### config.mk
export PLATFORM = sky130hd
export DESIGN_NAME = regfile_mp
export DESIGN_NICKNAME = d
export VERILOG_FILES = /design/src/rtl/regfile_mp.sv
export SDC_FILE = /design/constraint.sdc
export NUM_CORES = 1
export LEC_CHECK = 0
export CORE_AREA = 3 3 146 148
export DETAILED_ROUTE_END_ITERATION = 10
export DIE_AREA = 0 0 149 151
export GPL_TIMING_DRIVEN = 1
export HOLD_SLACK_MARGIN = 0.15
export PLACE_DENSITY = 0.74
export SYNTH_ARGS = -nofsm -noshare
export SYNTH_HDL_FRONTEND = slang
export SYNTH_SLANG_ARGS = --single-unit
### constraint.sdc
create_clock -name clk -period 6.6 [get_ports clk]
set_input_delay 1.32 -clock clk [delete_from_list [all_inputs] [get_ports clk]]
set_output_delay 1.32 -clock clk [all_outputs]
set_load 0.01 [all_outputs]
### src/rtl/regfile_mp.sv
// regfile_mp -- multi-port register file with a load-use busy scoreboard.
//
// Storage: 2**ADDR_W registers of DATA_W bits, cleared by reset.
// Two write ports:
//   port A (wa_*): ALU writeback.
//   port B (wb_*): load / multi-cycle writeback. It wins an address
//                  conflict with port A and clears the busy bit.
// Two combinational read ports (ra_*, rb_*) with write-through bypass.
// Port B has priority over port A, and port A over the stored value.
// Scoreboard: iss_en/iss_addr marks a register pending, and a port-B
// write clears it. A same-cycle issue wins over a clear.
//
// Ports:
//   clk, rst                  clock; asynchronous active-high reset
//   wa_en, wa_addr, wa_data   write port A
//   wb_en, wb_addr, wb_data   write port B (also clears busy)
//   ra_addr -> ra_data, ra_busy   read port 1
//   rb_addr -> rb_data, rb_busy   read port 2
//   iss_en, iss_addr          mark a register busy
//   busy_vec                  registered busy bits, bit i = register i
//   busy_cnt                  registered population count of busy_vec
//
// Build option:
//   REGFILE_MP_ZERO_REG_EN    register 0 is hard-wired to zero. Writes
//                             and issues to address 0 are dropped.

module regfile_mp #(
    parameter int unsigned DATA_W = 16,
    parameter int unsigned ADDR_W = 3
) (
    input  logic                     clk,
    input  logic                     rst,
    input  logic                     wa_en,
    input  logic [ADDR_W-1:0]        wa_addr,
    input  logic [DATA_W-1:0]        wa_data,
    input  logic                     wb_en,
    input  logic [ADDR_W-1:0]        wb_addr,
    input  logic [DATA_W-1:0]        wb_data,
    input  logic [ADDR_W-1:0]        ra_addr,
    output logic [DATA_W-1:0]        ra_data,
    output logic                     ra_busy,
    input  logic [ADDR_W-1:0]        rb_addr,
    output logic [DATA_W-1:0]        rb_data,
    output logic                     rb_busy,
    input  logic                     iss_en,
    input  logic [ADDR_W-1:0]        iss_addr,
    output logic [(2**ADDR_W)-1:0]   busy_vec,
    output logic [ADDR_W:0]          busy_cnt
);

    localparam int unsigned DEPTH = 2**ADDR_W;
    localparam logic [ADDR_W:0] CNT_ONE = {{ADDR_W{1'b0}}, 1'b1};

`ifdef REGFILE_MP_ZERO_REG_EN
    localparam bit ZERO_REG = 1'b1;
`else
    localparam bit ZERO_REG = 1'b0;
`endif

    logic [DATA_W-1:0] mem [DEPTH];

    logic             wa_we;
    logic             wb_we;
    logic             iss_set;
    logic [DEPTH-1:0] busy_nxt;
    logic             cnt_inc;
    logic             cnt_dec;
    logic [ADDR_W:0]  cnt_nxt;

    // Effective enables. Register 0 never stores data and never becomes
    // busy when it is hard-wired. Gating the bypass with these enables
    // also keeps register 0 reading as zero on the bypass path.
    always_comb begin
        wa_we   = wa_en;
        wb_we   = wb_en;
        iss_set = iss_en;
        if (ZERO_REG) begin
            if (wa_addr == '0)  wa_we   = 1'b0;
            if (wb_addr == '0)  wb_we   = 1'b0;
            if (iss_addr == '0) iss_set = 1'b0;
        end
    end

    // Read ports. The later assignment has higher priority (B > A > stored).
    always_comb begin
        ra_data = mem[ra_addr];
        if (wa_we && (wa_addr == ra_addr)) ra_data = wa_data;
        if (wb_we && (wb_addr == ra_addr)) ra_data = wb_data;
    end

    always_comb begin
        rb_data = mem[rb_addr];
        if (wa_we && (wa_addr == rb_addr)) rb_data = wa_data;
        if (wb_we && (wb_addr == rb_addr)) rb_data = wb_data;
    end

    // A clearing writeback is seen by the reader in the same cycle.
    // A new issue only becomes visible once busy_vec is updated.
    assign ra_busy = busy_vec[ra_addr] & ~(wb_en & (wb_addr == ra_addr));
    assign rb_busy = busy_vec[rb_addr] & ~(wb_en & (wb_addr == rb_addr));

    // Scoreboard next state. The issue is applied after the clear, so an
    // issue and a clear of the same register leave it busy.
    always_comb begin
        busy_nxt = busy_vec;
        if (wb_en)   busy_nxt[wb_addr]  = 1'b0;
        if (iss_set) busy_nxt[iss_addr] = 1'b1;
    end

    // busy_cnt moves by at most one each way per cycle. It counts only
    // real 0->1 and 1->0 transitions, so it always matches popcount(busy_vec).
    always_comb begin
        cnt_inc = iss_set & ~busy_vec[iss_addr];
        cnt_dec = wb_en & busy_vec[wb_addr] & ~(iss_set & (iss_addr == wb_addr));
        cnt_nxt = busy_cnt;
        if (cnt_inc && !cnt_dec)      cnt_nxt = busy_cnt + CNT_ONE;
        else if (cnt_dec && !cnt_inc) cnt_nxt = busy_cnt - CNT_ONE;
    end

    always_ff @(posedge clk or posedge rst) begin
        if (rst) begin
            for (int unsigned i = 0; i < DEPTH; i++) begin
                mem[i] <= '0;
            end
            busy_vec <= '0;
            busy_cnt <= '0;
        end else begin
            if (wa_we && !(wb_we && (wa_addr == wb_addr))) begin
                mem[wa_addr] <= wa_data;
            end
            if (wb_we) begin
                mem[wb_addr] <= wb_data;
            end
            busy_vec <= busy_nxt;
            busy_cnt <= cnt_nxt;
        end
    end

endmodule

==> After elaboration in Yosys (flattened, before gate mapping) <==
Cells that the tools add are included.
{ "totals": {"ff_bits": 140, "output_inout_bits": 46} }
{ "classes": {"n_addsub": 2, "magnitude_cmp": 12, "n_eq_ne": 6, "mux": 34, "bitwise_logic": 19, "n_reduce_logical": 16} }
{ "op_table": {"columns": ["cell", "count"], "rows": [
  ["$bwmux W128", 2],
  ["$mux W128", 2],
  ["$mux W16", 10],
  ["$bmux W16 S3", 2],
  ["$demux W16 S3", 2],
  ["$eq A3 B3 Y1", 6],
  ["$ge A4 B4 Y1 const B", 4],
  ["$lt A3 B4 Y1 const B", 4],
  ["$mux W8", 2],
  ["$not A3 Y4", 4],
  ["$bmux W1 S3", 4],
  ["$logic_and A1 B1 Y1", 12],
  ["$and A1 B1 Y1", 8],
  ["$and A8 B8 Y8", 1],
  ["$lt A4 B1 Y1 const B", 2],
  ["$mux W4", 2],
  ["$not A8 Y8", 1],
  ["$or A8 B8 Y8", 1],
  ["$demux W1 S3", 2],
  ["$ge A3 B1 Y1 const B", 2],
  ["$mux W1", 6],
  ["$add A4 B1 Y4 const B", 1],
  ["$not A1 Y1", 4],
  ["$sub A4 B1 Y4 const B", 1],
  ["other kinds (2)", 4]
]} }

==> Longest topological paths before layout <==
{ "logic_depth": {"depth_word": 9, "ltp_mapped": 12} }

==> Worst setup path before layout <==
No wires, ideal clock.
{ "synth_timing": {"kind": "input to output", "startpoint": "input ra_addr[1]", "endpoint": "output ra_data[0]", "t_arrival_ns": 2.844, "required_ns": 5.280, "slack_ns": 2.436, "path_stages": 6, "path_cell_list": "buf_2 -> buf_2 -> mux4_2 -> nor2b_1 -> a211oi_1 -> o31ai_1"} }
{ "synth_between": {"elab_chain_cells": 6, "word_cells_on_any_way": 10} }
{ "synth_rtl": {"columns": ["element", "line_no", "rtl"], "rows": [
  ["start: declaration", "39", "input logic [ADDR_W-1:0] ra_addr,"],
  ["$not A3 Y4 (not written as such)", "86", "ra_data = mem[ra_addr];"],
  ["$bmux W16 S3", "86", null],
  ["$mux W16 (not written as such) (2 in a row)", "86", null],
  ["$mux W16", "87", "if (wa_we && (wa_addr == ra_addr)) ra_data = wa_data;"],
  ["$mux W16 *", "88", "if (wb_we && (wb_addr == ra_addr)) ra_data = wb_data;"],
  ["end: declaration", "40", "output logic [DATA_W-1:0] ra_data,"]
]} }
Mark *: on every way between the ends. The rest lies on a longest branch, timed or not. The select of a mux whose other input is x is not followed.

==> Worst setup path in the final report <==
{ "layout_timing": {"startpoint": "input wa_addr[2]", "endpoint": "output rb_data[14]"} }
{ "layout_between": {"elab_chain_cells": 4} }
{ "layout_rtl": {"columns": ["element", "line_no", "rtl"], "rows": [
  ["start: declaration", "34", "input logic [ADDR_W-1:0] wa_addr,"],
  ["$eq A3 B3 Y1", "93", "if (wa_we && (wa_addr == rb_addr)) rb_data = wa_data;"],
  ["$logic_and A1 B1 Y1", "93", null],
  ["$mux W16", "93", null],
  ["$mux W16", "94", "if (wb_we && (wb_addr == rb_addr)) rb_data = wb_data;"],
  ["end: declaration", "43", "output logic [DATA_W-1:0] rb_data,"]
]} }
No other way between the ends.

==> impl_metrics.yaml <==
cells_and_area:
  drive_gt1_share_pct: 14.3
  fillCellCount: 1711
  fin_nets: 1056
  diodes: 0
  synthToLayoutAreaGrowth_pct: 14.9
  post-route-util_pct: 56.8
cts:
  cts.sinks: 140
  clkTransAtPathRegs_ns: 0.06
  h-tree-depth: 4
  cts-resized-gates: 0
  cts-root-buf: "clkbuf_16"
  clk_latency_ns: 0.42
  post_cts_buffers: 0
  tritoncts: "done"
  numCtsBuffers: 17
  ctsLongestPathBuffers: 2
  cts_hold_buf: 0
power_and_ir_drop:
  peakVddDrop_v: 0.000202
  p_int_w: 0.00220
  comb_power_share_pct: 33.1
  seqPwrFrac_pct: 37.9
  p_leak_nw: 4.11
  p_sw_w: 0.00105
  p_per_area_nw_per_um2: 284
  pwr-share-clk_pct: 28.9
  switching_share_pct: 32.3
yosys:
  ys_ff_latch: 140
  synth_area_leader_cell: "dfrtp_1"
  synth.top_cell.area_share_pct: 35.1
  yosys_warnings: 0
  synthCells: 974
  synthTopCellsByArea: "dfrtp_1 35%, mux4_2 16%, mux2i_1 13%"
  yosysSeqAreaShare_pct: 35.1
  synth_nets: 1030
  syn_area_um2: 9980
  synth_area_per_cell_um2: 10.2
  yosys.cell_types.count: 38
critical_path:
  cp_max_fo: 16
  path_class: "primary input to primary output"
  cp.arrival_ns: 4.25
  required_ns: 5.28
  cp-end-kind: "primary output"
  cp-start-kind: "primary input"
sta:
  max_freq_ghz: 0.179
  setup_violations: 0
  rsz0062_at_grt: "no"
  slew_violations: 0
  worstMarginPinSlew_ns: 1.14
  skew_ns: 0.00418
  maxSlewHeadroom_pct: 23.7
  hold_viol_final: 0
  finalSetupTns_ns: 0
  min_period_ns: 5.57
  period_share_pct: 84.4
drt:
  vias_per_cell: 6.15
  vias: 7893
  antenna_left: 0
  wl_per_cell_um: 22.8
  initialDrtViolationCount: 999
  drc_errors: 0
  routed_wl_mm: 29.2
  drt_first_pass_iters: 7
die:
  ios: 98
  die_area_um2: 22500
  num_rows: 52
  start_util_pct: 49.5
  die_w_um: 149
  die_height_um: 151
  coreArea_um2: 20200
global_routing:
  antenna_found_initial: 0
  grt_max_degree: 86
  grt_pass1_wl_mm: 45.5
  overflow: 0
  grt_usage_pct: 26.4
  grt_pass1_vias: 7837
place:
  place_congestion: 0.865
  dp_hpwl_mm: 18.8
  io_buffers: 97
run_status:
  outcome: "finished, final reports clean"
worst_hold_path:
  min_path_type: "register to register"
job:
  max-cap-violations: 0
## power by group through the flow
stage          registers (W)  clock network, W  logic (W)
2_1_floorplan        0.00120                 0   0.000728
3_3_place_gp         0.00123                 0    0.00105
3_5_place_dp         0.00124                 0    0.00107
4_1_cts              0.00123          0.000949    0.00107
5_1_grt              0.00126          0.000990    0.00116
6_report             0.00123          0.000941    0.00108
## routing by layer
metal	track usage, %	vias to the layer above	share of wire [%]
met3	4.85	67	7.5
met1	35.6	3863	40
met4	8.28	0	2.5
met2	43.7	374	50
li1	-	3589	-
met5	0	-	0
## cells in the final DEF, fill, tap and decap left out, types with 3 or more instances in the layout
cell             count
a211oi_1            33
a21oi_1            129
a41oi_4              8
and4_1               4
buf_2                4
buf_4               22
clkbuf_16           17
clkdlybuf4s50_1     93
clkinv_4             3
dfrtp_1            140
ha_1                 3
inv_1                3
inv_6                7
mux2i_1            131
mux4_2              70
nand2_1             45
nand3_1              5
nand4_1              5
nand4b_1             3
nand4bb_1            3
nor2_1             167
nor2b_1             35
o21ai_0              3
o21ai_1              4
o31ai_1             32
xnor2_1             18
xnor2_4              3
## final timing paths
path                                         startpoint                       to  slack [ns]  cells past startpoint
worst max-delay path                         wa_addr[2]              rb_data[14]        1.03                      6
worst min-delay path            busy_cnt[3]$_DFFE_PP0P_  busy_cnt[3]$_DFFE_PP0P_        0.49                      1
worst max register to register    busy_vec[7]$_DFF_PP0_  busy_cnt[3]$_DFFE_PP0P_        3.89                     10
worst min register to register  busy_cnt[3]$_DFFE_PP0P_  busy_cnt[3]$_DFFE_PP0P_        0.49                      1
max in group asynchronous                           rst        mem[89]$_DFF_PP0_        3.88                      3
min in group asynchronous                           rst        mem[49]$_DFF_PP0_        1.42                      2
## cells by family after synthesis
kind of cell | share of synthesized area [%]
compound gates | 14.5
xor+xnor | 2.41
fa+ha+maj | 0.577
buf+inv | 6.05
flops | 35.1
mux | 29.4
simple gates | 12.0
## cell usage after synthesis (all sizes together)
cell type,n
nand2b,2
a41oi,8
nor3b,1
mux2i,131
nand2,45
a32o,2
nand4bb,3
nand4b,3
ha,3
a221oi,1
mux2,4
a21o,1
and4,4
fa,1
mux4,70
or4b,1
nand3,5
buf,57
nor2b,35
inv,4
a31oi,1
a21oi,129
nand4,5
dfrtp,140
nor2,167
a211oi,33
xnor2,21
o21ai,7
o221a,1
o31ai,32
clkbuf,57
## through the flow
stage                     hold WS, ns  setup slack [ns]  area (µm²)  power (W)  std cells
final                           0.495              1.03       11500    0.00325       1283
after floorplan                 0.508              1.53        9980    0.00193        974
after detailed placement        0.484              1.12       10900    0.00231       1251
after CTS                       0.493              1.08       11500    0.00325       1283
after global placement          0.467              1.14       10900    0.00228       1251
after global routing            0.531             0.921       11500    0.00341       1283
## layout make-up
type,instances,area (µm²),area share [%]
Clock inverter,14,134,1.17
Sequential cell,140,3500,30.6
Tap cell,270,338,2.95
Clock buffer,18,439,3.83
Inverter,4,20.0,0.175
Multi-Input combinational cell,716,5870,51.2
Timing Repair Buffer,121,1160,10.1
## state kept, by name, indices dropped and copies added (netlist names)
name	cells
mem	128
busy_cnt	4
busy_vec	8
## critical path, cell delays in order
cell             delay (ns)
clkdlybuf4s50_1        0.82
xnor2_1                0.20
and4_1                 0.71
a211oi_1               0.12
o31ai_1                0.46
clkdlybuf4s50_1        0.63
Note: power is estimated with default switching activity, not from simulation.
